File: src/rtl/dense_fc_pkg.sv
// Shared types and helpers for the dense fully-connected layer blocks.
//
// Contents:
//   act_t        signed 8-bit activation / weight / zero-point type
//   acc_t        signed 32-bit accumulator type
//   qmult_t      signed Q31 requantisation multiplier
//   state_t      neuron sequencer states
//   Q_FRAC       fractional bits of the Q31 multiplier
//   requant_clamp  acc -> int8 requantisation with round-half-up and saturation
package dense_fc_pkg;

    typedef logic signed [7:0]  act_t;
    typedef logic signed [31:0] acc_t;
    typedef logic signed [31:0] qmult_t;

    typedef enum logic [2:0] {
        IDLE,
        MAC,
        DRAIN,
        REQ,
        OUT,
        DONE
    } state_t;

    localparam int Q_FRAC = 31;

    // Scales the accumulator by a Q31 multiplier plus an extra right shift,
    // rounding half up, then adds the output zero point and saturates to int8.
    // The full 64-bit product is kept so no precision is lost before rounding;
    // the worst case |p| + rounding constant stays below 2^63.
    function automatic act_t requant_clamp(input acc_t acc, input qmult_t qmult,
                                           input logic [4:0] qshift, input act_t out_zp);
        logic signed [63:0] a64;
        logic signed [63:0] q64;
        logic signed [63:0] p;
        logic signed [63:0] rnd;
        logic signed [63:0] r;
        logic signed [63:0] zp64;
        logic signed [63:0] y;
        logic [5:0]         s;
        act_t               res;
        a64  = {{32{acc[31]}}, acc};
        q64  = {{32{qmult[31]}}, qmult};
        zp64 = {{56{out_zp[7]}}, out_zp};
        s    = 6'(Q_FRAC) + {1'b0, qshift};
        p    = a64 * q64;
        rnd  = 64'sd1 <<< (s - 6'd1);
        r    = (p + rnd) >>> s;
        y    = r + zp64;
        if (y > 64'sd127) begin
            res = 8'sd127;
        end else if (y < -64'sd128) begin
            res = -8'sd128;
        end else begin
            res = y[7:0];
        end
        return res;
    endfunction

endpackage

File: src/rtl/dense_fc_requant.sv
// Combinational int32 -> int8 requantiser, shared by the FC layer sequencers.
//
// Ports:
//   i_acc     signed 32-bit accumulator
//   i_qmult   signed Q31 multiplier
//   i_qshift  extra right shift 0..31
//   i_out_zp  signed output zero point
//   o_data    saturated signed int8 result
module dense_fc_requant
    import dense_fc_pkg::*;
(
    input  acc_t       i_acc,
    input  qmult_t     i_qmult,
    input  logic [4:0] i_qshift,
    input  act_t       i_out_zp,
    output act_t       o_data
);

    assign o_data = requant_clamp(i_acc, i_qmult, i_qshift, i_out_zp);

endmodule

File: src/rtl/dense_fc_neuron_seq.sv
// Sequencer + MAC datapath for one dense FC layer. Reads the int8 activation
// vector out of the FC RAM once per output neuron, multiplies it against the
// weight ROM row for that neuron, adds the bias, requantises to int8 and
// hands each result out on a valid/ready stream.
//
// Ports:
//   i_clk, i_reset      clock, synchronous active-low reset
//   i_start             start pulse, only honoured in IDLE
//   i_in_zp, i_out_zp   input / output zero points (captured on start)
//   i_qmult, i_qshift   requantisation multiplier and shift (captured on start)
//   o_act_addr/o_act_re FC RAM read port, i_act_data returns 1 cycle later
//   o_w_addr/i_w_data   weight ROM, address o*N_IN+i, data 1 cycle later
//   o_b_addr/i_b_data   bias ROM, address o, data 1 cycle later
//   o_out_data/o_out_idx/o_out_valid/i_out_ready  result stream
//   o_busy              high whenever not IDLE
//   o_done              one-cycle pulse after the last neuron is accepted
module dense_fc_neuron_seq
    import dense_fc_pkg::*;
#(
    parameter int N_IN      = 64,
    parameter int N_OUT     = 10,
    parameter int RAM_DEPTH = 256,
    parameter int W_ADDR_W  = $clog2(N_IN * N_OUT),
    localparam int A_W      = $clog2(RAM_DEPTH),
    localparam int O_W      = (N_OUT > 1) ? $clog2(N_OUT) : 1
) (
    input  logic                i_clk,
    input  logic                i_reset,
    input  logic                i_start,
    input  logic signed [7:0]   i_in_zp,
    input  logic signed [7:0]   i_out_zp,
    input  logic signed [31:0]  i_qmult,
    input  logic [4:0]          i_qshift,
    output logic [A_W-1:0]      o_act_addr,
    output logic                o_act_re,
    input  logic signed [7:0]   i_act_data,
    output logic [W_ADDR_W-1:0] o_w_addr,
    input  logic signed [7:0]   i_w_data,
    output logic [O_W-1:0]      o_b_addr,
    input  logic signed [31:0]  i_b_data,
    output logic signed [7:0]   o_out_data,
    output logic [O_W-1:0]      o_out_idx,
    output logic                o_out_valid,
    input  logic                i_out_ready,
    output logic                o_busy,
    output logic                o_done
);

    state_t              r_state;
    logic [A_W-1:0]      r_i;
    logic [O_W-1:0]      r_o;
    acc_t                r_acc;
    logic                r_vld;
    logic                r_first;
    act_t                r_in_zp;
    act_t                r_out_zp;
    qmult_t              r_qmult;
    logic [4:0]          r_qshift;
    logic [A_W-1:0]      r_act_addr;
    logic                r_act_re;
    logic [W_ADDR_W-1:0] r_w_addr;
    logic [O_W-1:0]      r_b_addr;
    act_t                r_out_data;
    logic [O_W-1:0]      r_out_idx;
    logic                r_out_valid;
    logic                r_busy;
    logic                r_done;

    logic [8:0]          w_diff;
    logic [16:0]         w_diff17;
    logic [16:0]         w_wt17;
    logic [16:0]         w_prod;
    logic [31:0]         w_prod32;
    act_t                w_req;

    // The 9-bit difference and 17-bit product are formed with explicit sign
    // extension so the arithmetic is exact modulo 2^32; the accumulator
    // deliberately wraps on overflow.
    assign w_diff   = {i_act_data[7], i_act_data} - {r_in_zp[7], r_in_zp};
    assign w_diff17 = {{8{w_diff[8]}}, w_diff};
    assign w_wt17   = {{9{i_w_data[7]}}, i_w_data};
    assign w_prod   = w_diff17 * w_wt17;
    assign w_prod32 = {{15{w_prod[16]}}, w_prod};

    dense_fc_requant u_requant (
        .i_acc    (r_acc),
        .i_qmult  (r_qmult),
        .i_qshift (r_qshift),
        .i_out_zp (r_out_zp),
        .o_data   (w_req)
    );

    // Single FSM block. Read-port outputs are registered so they line up with
    // the state: each MAC cycle presents the address of element r_i. Returning
    // data is qualified by r_vld (act_re delayed one cycle); r_first marks the
    // element-0 return, where the bias replaces the old accumulator value.
    // The accumulate statement sits before the case so the clear on the
    // OUT -> MAC transition is not overridden (r_vld is low there anyway).
    always_ff @(posedge i_clk) begin
        if (!i_reset) begin
            r_state     <= IDLE;
            r_i         <= '0;
            r_o         <= '0;
            r_acc       <= '0;
            r_vld       <= 1'b0;
            r_first     <= 1'b0;
            r_in_zp     <= '0;
            r_out_zp    <= '0;
            r_qmult     <= '0;
            r_qshift    <= '0;
            r_act_addr  <= '0;
            r_act_re    <= 1'b0;
            r_w_addr    <= '0;
            r_b_addr    <= '0;
            r_out_data  <= '0;
            r_out_idx   <= '0;
            r_out_valid <= 1'b0;
            r_busy      <= 1'b0;
            r_done      <= 1'b0;
        end else begin
            r_vld   <= r_act_re;
            r_first <= r_act_re && (r_act_addr == '0);
            if (r_vld) begin
                if (r_first) begin
                    r_acc <= i_b_data + w_prod32;
                end else begin
                    r_acc <= r_acc + w_prod32;
                end
            end

            case (r_state)
                IDLE: begin
                    if (i_start) begin
                        r_in_zp    <= i_in_zp;
                        r_out_zp   <= i_out_zp;
                        r_qmult    <= i_qmult;
                        r_qshift   <= i_qshift;
                        r_o        <= '0;
                        r_i        <= '0;
                        r_acc      <= '0;
                        r_act_re   <= 1'b1;
                        r_act_addr <= '0;
                        r_w_addr   <= '0;
                        r_b_addr   <= '0;
                        r_busy     <= 1'b1;
                        r_state    <= MAC;
                    end
                end
                MAC: begin
                    if (r_i == A_W'(N_IN - 1)) begin
                        r_act_re <= 1'b0;
                        r_state  <= DRAIN;
                    end else begin
                        r_i        <= r_i + 1'b1;
                        r_act_addr <= r_i + 1'b1;
                        r_w_addr   <= r_w_addr + 1'b1;
                    end
                end
                DRAIN: begin
                    r_state <= REQ;
                end
                REQ: begin
                    r_out_data  <= w_req;
                    r_out_idx   <= r_o;
                    r_out_valid <= 1'b1;
                    r_state     <= OUT;
                end
                OUT: begin
                    if (i_out_ready) begin
                        r_out_valid <= 1'b0;
                        if (r_o == O_W'(N_OUT - 1)) begin
                            r_done  <= 1'b1;
                            r_state <= DONE;
                        end else begin
                            // Weight addresses are contiguous across neurons,
                            // so the next row starts one past the last issue.
                            r_o        <= r_o + 1'b1;
                            r_i        <= '0;
                            r_acc      <= '0;
                            r_act_re   <= 1'b1;
                            r_act_addr <= '0;
                            r_w_addr   <= r_w_addr + 1'b1;
                            r_b_addr   <= r_o + 1'b1;
                            r_state    <= MAC;
                        end
                    end
                end
                DONE: begin
                    r_done  <= 1'b0;
                    r_busy  <= 1'b0;
                    r_state <= IDLE;
                end
                default: begin
                    r_state <= IDLE;
                end
            endcase
        end
    end

    assign o_act_addr  = r_act_addr;
    assign o_act_re    = r_act_re;
    assign o_w_addr    = r_w_addr;
    assign o_b_addr    = r_b_addr;
    assign o_out_data  = r_out_data;
    assign o_out_idx   = r_out_idx;
    assign o_out_valid = r_out_valid;
    assign o_busy      = r_busy;
    assign o_done      = r_done;

endmodule

File: config.mk
export PLATFORM = sky130hd
export DESIGN_NAME = dense_fc_neuron_seq
export DESIGN_NICKNAME = d
export VERILOG_FILES = /design/src/rtl/dense_fc_pkg.sv /design/src/rtl/dense_fc_requant.sv /design/src/rtl/dense_fc_neuron_seq.sv
export SDC_FILE = /design/constraint.sdc
export NUM_CORES = 2
export LEC_CHECK = 0
export CORE_MARGIN = 1
export CORE_UTILIZATION = 49
export CTS_CLUSTER_SIZE = 8
export DETAILED_ROUTE_END_ITERATION = 8
export MAX_ROUTING_LAYER = met4
export PLACE_DENSITY = 0.65
export SETUP_SLACK_MARGIN = 0.4
export SYNTH_ARGS = -nofsm -noshare
export SYNTH_HDL_FRONTEND = slang
export SYNTH_SLANG_ARGS = --single-unit
File: constraint.sdc
create_clock -name i_clk -period 15.8 [get_ports i_clk]
set_input_delay 3.16 -clock i_clk [delete_from_list [all_inputs] [get_ports i_clk]]
set_output_delay 3.16 -clock i_clk [all_outputs]
set_load 0.05 [all_outputs]
Yosys cells after proc, flatten, opt, wreduce, memory -nomap -nowiden
Cells that the tools add are included.

Add/subtract/negate cells: 10. Multipliers: 2. Div/mod/pow operators: 0. Order comparisons: 2. Eq/ne operators: 13. Shift-type cells: 2. Multiplexer cells: 38. Bitwise gates (word level): 0. Reduce and logical (&&, ||, !) cells: 16.

Operators with widths (number): $mux 32 (5); $add 32x32->32 (2); $add 64x64->64 (1); $add 64x8->64 (1); $gt 64x8->1 const B (1); $lt 64x8->1 const B (1); $mul 32x32->64 (1); $pmux 32 s2 (1); $sshl 2x6->64 const A (1); $sshr 64x6->64 (1); $mux 8 (6); $mux 10 (4); $pmux 10 s3 (1); $pmux 8 s3 (1); $mul 9x8->17 (1); $pmux 3 s5 (1); $mux 3 (4); $mux 4 (3); $ne 2x2->1 const B (6); $add 10x1->10 const B (1); $reduce_and 5->1 (2); $sub 8x8->9 (1); $add 8x1->8 const B (1); $eq 8x6->1 const B (1); 19 further kinds (35).

Flip-flop bits (word level): 128. Latch bits: 0. Bits in writable memories: 0. Memory bits (read-only): 0. Input port bits: 105. Output and inout port bits: 38. Logic and storage cells: 100. Memories kept: 0.

Logic depth before layout (Yosys ltp)
Word-level depth: 9. Depth in mapped cells: 60. Depth with buffers taken out: 53.

Cells and area by module
Synthesis repeated with hierarchy kept, for this count alone.

Cell total of the unflattened synthesis: 7207. Area, all modules: 60966.0 µm².

Modules (own cells, without submodules): dense_fc_requant (times used 1, cells each 6027, area each 51082.7 µm², sequential area each 0.0 µm²); dense_fc_neuron_seq (times used 1, cells each 1180, area each 9883.2 µm², sequential area each 2562.5 µm²).

Worst setup path before layout
No wires, ideal clock.

Path type: reg2reg. From: reg r_qshift[0]. To: reg r_out_data[0], in the netlist o_out_data[0]. Setup time: 0.132 ns. Arrival time: 14.302 ns. Required time: 15.668 ns. Slack: 1.365 ns. Stages on the path, launching flop included: 59. Cell sequence: dfxtp_1 -> buf_4 -> inv_2 -> buf_1 -> clkbuf_1 -> ha_1 -> buf_4 -> nor3b_4 -> xnor2_1 -> clkbuf_1 -> buf_1 -> a21oi_1 -> nor2_1 -> nand2_1 -> fa_1 -> inv_1 -> fa_1 -> inv_1 -> [... 23 more ...] -> mux2_2 -> o311ai_2 -> ha_1 -> inv_1 -> fa_1 -> nand2b_1 -> a21o_1 -> a211o_1 -> and3_1 -> or2_2 -> or4_1 -> nor4_1 -> and4_1 -> nand4_1 -> nor4_1 -> a41oi_1 -> o211ai_1 -> a21oi_1.

Word-level cells in the longest chain between the ends: 9. Elaborated cells between the ends (all ways): 10. Classes of those cells: add/sub: 4; order compare: 2; shift: 2; mux: 2.

Ends and longest elaborated chain: from (decl) (line dense_fc_neuron_seq.sv:58) `logic [4:0] r_qshift;`; from (signal assigned) (line dense_fc_neuron_seq.sv:137) `r_qshift <= i_qshift;`; $add 5x5->6 (*) (line dense_fc_pkg.sv:45) `s = 6'(Q_FRAC) + {1'b0, qshift};`; $sub 6x1->6 (line dense_fc_pkg.sv:47) `rnd = 64'sd1 <<< (s - 6'd1);`; $sshl 2x6->64 (line dense_fc_pkg.sv:47); $add 64x64->64 (line dense_fc_pkg.sv:48) `r = (p + rnd) >>> s;`; $sshr 64x6->64 (*) (line dense_fc_pkg.sv:48); $add 64x8->64 (*) (line dense_fc_pkg.sv:49) `y = r + zp64;`; $lt 64x8->1 (line dense_fc_pkg.sv:52) `end else if (y < -64'sd128) begin`; $mux 8 (line dense_fc_pkg.sv:52); $mux 8 (*) (line dense_fc_pkg.sv:50) `if (y > 64'sd127) begin`; to (signal assigned) (line dense_fc_neuron_seq.sv:163) `r_out_data <= w_req;`; to (decl) (line dense_fc_neuron_seq.sv:63) `act_t r_out_data;`.

Every way passes the cells marked *; elsewhere a longest branch is shown, timed or not. A chain may end at the register's enable or synchronous reset.

Worst setup path after layout
From: reg r_qshift[1]. To: reg r_out_data[1], in the netlist o_out_data[1].

Same word-level chain as after synthesis.

==> metrics.md <==
| Metric | Value |
|---|---|
| Status | `finished, final reports clean` |
| DR vias | `roughly 50000` |
| Cell Area, Synth | `60000 sq um` |
| Num CTS Buffers | `17` |
| Ys flop type | `dfxtp_1` |
| Bufs and invs on worst path | `10` |
| FF+latch count, synth | `around 130` |
| Crit path from | `r_qshift[1]` |
| Drt total wl | `roughly 180000 um` |
| Critical path's top delay family | `adder cells` |
| CTS tree | `done` |
| Die Span Y | `about 350 um` |
| Fmax | `around 68 MHz` |
| Worst R2R Path Depth | `53` |
| Synth cell types | `~110` |
| DR pass1 iterations | `6` |
| Slew Viols, Final | `0` |
| IO Pins | `about 140` |
| Most frequent CP cell | `fa_1` |
| # fillers | `approximately 11000` |
| YS warnings | `0` |
| Global route overflow | `0` |
| P_leak | `roughly 28 nW` |
| Clk pin slew, worst setup/hold paths | `about 0.080 ns` |
| CTS H-tree depth | `4` |
| Slew margin rel. | `0.191` |
| WP depth | `53` |
| Tightest Hold Check Type | `reg -> reg` |
| Reg-to-Reg Start | `r_qshift[1]` |
| Slowest cell delay on critical path | `approximately 0.57 ns` |
| Clock skew | `0.0259 ns` |
| TritonCTS Sinks | `between 100 and 150` |
| First-pass GRT wire length | `approximately 290000 um` |
| Area Growth Syn to Fin | `6.66%` |
| RSZ-0062 raised after global routing | `false` |
| Hold Fails Final Rpt | `0` |
| Clk_lat worst skew | `about 0.49 ns` |
| Critical path arrival | `15.03 ns` |
| Period minus WS final | `about 15 ns` |
| I/O Buffers | `142` |
| # DRC | `0` |
| Die ar. | `124000 sq um` |
| Critical path class | `reg -> reg` |
| Gr usage total | `0.312` |
| Vias per inst | `5.71` |
| Final critical-path share of the clock period | `0.932` |
| TNS Setup | `0 ns` |
| Tightest Pin Transition | `1.21 ns` |
| Cell row count | `127` |
| CP max FO | `34` |
| Iter 0 DRT Violations | `roughly 4100` |
| Post-DP HPWL | `between 150000 and 200000 um` |
| Async SR Flop Fraction | `0` |
| P per Cell Area | `roughly 180 nW/um^2` |
| Number of global-route vias before repair | `approximately 51000` |
| Worst path slowest cell | `fa_1` |
| Initial core utilization | `0.497` |
| Critical Path Start Type | `register` |
| Dpl cells | `between 8000 and 9000` |
| Routability Congestion | `between 1 and 1.5` |
| Post-synth EDFFs | `0` |
| WP data required | `about 16 ns` |
| Antenna-violating nets left | `0` |
| Dpl cell area | `between 60000 and 70000 sq um` |
| Peak VDD IR | `0.200 mV` |
| Sequential area share after synthesis | `0.0427` |
| Reg2Reg Setup Slack | `between 1 and 1.5 ns` |
| Core ar. | `121000 sq um` |
| CTS root buffer | `clkbuf_16` |
| Crit. End Element | `register` |
| Finished Layout Cells | `approximately 8600` |
| Initial antenna violation count | `6` |
| Synthesized area per cell | `approximately 8.5 sq um` |
| Pin count of the biggest net entering global routing | `71` |
| CP Capture Point | `o_out_data[1]` |
| DIE WIDTH | `352 um` |
| Routed len/inst | `between 20 and 25 um` |
| Share of layout cells above drive strength 1 | `0.0502` |
| Buffer levels on the longest clock path | `2` |
| # setup viols final | `0` |
| Nets | `8715` |
| Design Area, Final | `about 64000 sq um` |
| Synthesized instance count | `just over 7000` |
| FF-to-FF End | `o_out_data[1]` |
| Max Cap Violations | `0` |
-- worst register-to-register path, delay by kind of cell, from the launching register on --
kind,cells,cell delay [ns]
flops,1,0.45
mux,2,0.63
fa+ha+maj,12,5.37
simple gates,13,3.11
compound gates,16,3.75
buf+inv,10,1.23
-- state kept, by name, summed over array words and instances, names as in the netlist --
| signal | count |
|---|---|
| r_acc | 32 |
| r_qmult | 32 |
| o_w_addr | 10 |
| o_act_addr | 8 |
| o_out_data | 8 |
| r_in_zp | 8 |
| r_out_zp | 8 |
| r_qshift | 5 |
| o_b_addr | 4 |
| o_out_idx | 4 |
| r_state | 3 |
| o_act_re | 1 |
| o_busy | 1 |
| o_done | 1 |
| o_out_valid | 1 |
| r_first | 1 |
| r_vld | 1 |
-- metrics by stage --
stage                     utilization  setup slack (ns)  power, W  hold WS (ns)
after floorplan                     -              1.37   0.00779         0.436
after global routing            0.530             0.405    0.0124         0.478
after global placement          0.523           0.00841    0.0107         0.444
final                           0.530              1.08    0.0114         0.459
after CTS                       0.528             0.480    0.0112         0.457
after detailed placement        0.523            0.0526    0.0107         0.448
-- cells in the mapped netlist (40+ instances only) --
master | n | share of area
inv_1 | 1285 | 0.080
fa_1 | 1274 | 0.43
nand2_1 | 1019 | 0.064
and2_1 | 490 | 0.051
ha_1 | 362 | 0.076
clkbuf_1 | 343 | 0.021
a21oi_1 | 323 | 0.027
nor2_1 | 266 | 0.017
o21ai_0 | 188 | 0.016
xnor2_1 | 134 | 0.020
dfxtp_1 | 128 | 0.043
mux2i_1 | 101 | 0.017
a21o_1 | 81 | 0.010
nand3_1 | 71 | 0.0059
nor3_1 | 67 | 0.0056
xor2_1 | 61 | 0.0089
mux2_2 | 55 | 0.010
a211oi_1 | 54 | 0.0068
nand4_1 | 54 | 0.0056
nand2b_1 | 47 | 0.0049
o21a_1 | 47 | 0.0059
o211ai_1 | 40 | 0.0050
-- per-layer routing --
layer,global-route usage,up-vias,share of wire
met5,-,-,0
met4,0.0731,0,0.025
li1,-,22000,-
met1,0.426,25200,0.44
met3,0.0381,271,0.066
met2,0.497,1691,0.47
-- cell type report --
| class | instances | area (sq um) | share of cell area |
|---|---|---|---|
| antenna | 3 | 7.51 | 0.000117 |
| sequential | 128 | 2590 | 0.0405 |
| inverter | 1288 | 4830 | 0.0756 |
| clock buffer | 19 | 443 | 0.00692 |
| timing repair buffer | 277 | 2490 | 0.0389 |
| multi-input combinational | 5262 | 51400 | 0.804 |
| clock inverter | 13 | 151 | 0.00237 |
| tap | 1612 | 2020 | 0.0315 |
-- logic make-up after synthesis --
kind of cell               count (synthesis)  share of synthesized area
AOI/OAI and AO/OA                       1042                      0.113
xor gates and xnor gates                 200                     0.0304
adders and majority gates               1636                      0.501
buffers and inverters                   1670                      0.105
DFF                                      128                     0.0427
muxes                                    171                     0.0327
other                                      2                   0.000125
and+or+nand+nor                         2197                      0.175
-- worst min path at each step --
stage | startpoint | end | slack (ns) | cells after the start
2_1_floorplan | r_in_zp[1] | r_in_zp[1] | 0.44 | 2
3_3_place_gp | o_out_valid | o_out_valid | 0.44 | 2
3_5_place_dp | r_in_zp[2] | r_in_zp[2] | 0.45 | 2
4_1_cts | r_in_zp[2] | r_in_zp[2] | 0.46 | 2
5_1_grt | r_in_zp[5] | r_in_zp[5] | 0.48 | 2
6_report | o_out_data[7] | o_out_data[7] | 0.46 | 2
-- where the power goes --
part	total, W	switching [W]	internal, W
sequential	0.000606	0.000245	0.000361
combinational	0.0103	0.00641	0.00393
clock	0.000419	0.000181	0.000239
-- timing repair --
| action | in CTS | in global routing |
|---|---|---|
| pin swaps | 0 | 4 |
| hold buffers | 0 | 0 |
| buffers inserted | 3 | 2 |
| cloned | 0 | 1 |
| endpoints found under the setup margin | 7 | 7 |
| resized for setup | 4 | 48 |
-- cells in the final DEF, fill, tap and decap left out, types with 30 or more instances in the layout --
master,count
o211ai_1,40
inv_1,1285
fa_1,1274
ha_1,357
mux2i_1,100
o21a_1,47
nor2b_1,30
nor3_1,66
and3_1,30
a21oi_1,319
a31oi_1,37
nand4_1,54
clkdlybuf4s50_1,142
o21ai_0,180
nand2b_1,46
nand3_1,70
a21o_1,81
dfxtp_1,105
nor2_1,265
mux2_2,55
o21bai_1,35
a211oi_1,51
xnor2_1,131
and2_1,490
nand2_1,1018
buf_4,131
xor2_1,59
Note: power is estimated with default switching activity, not from simulation.
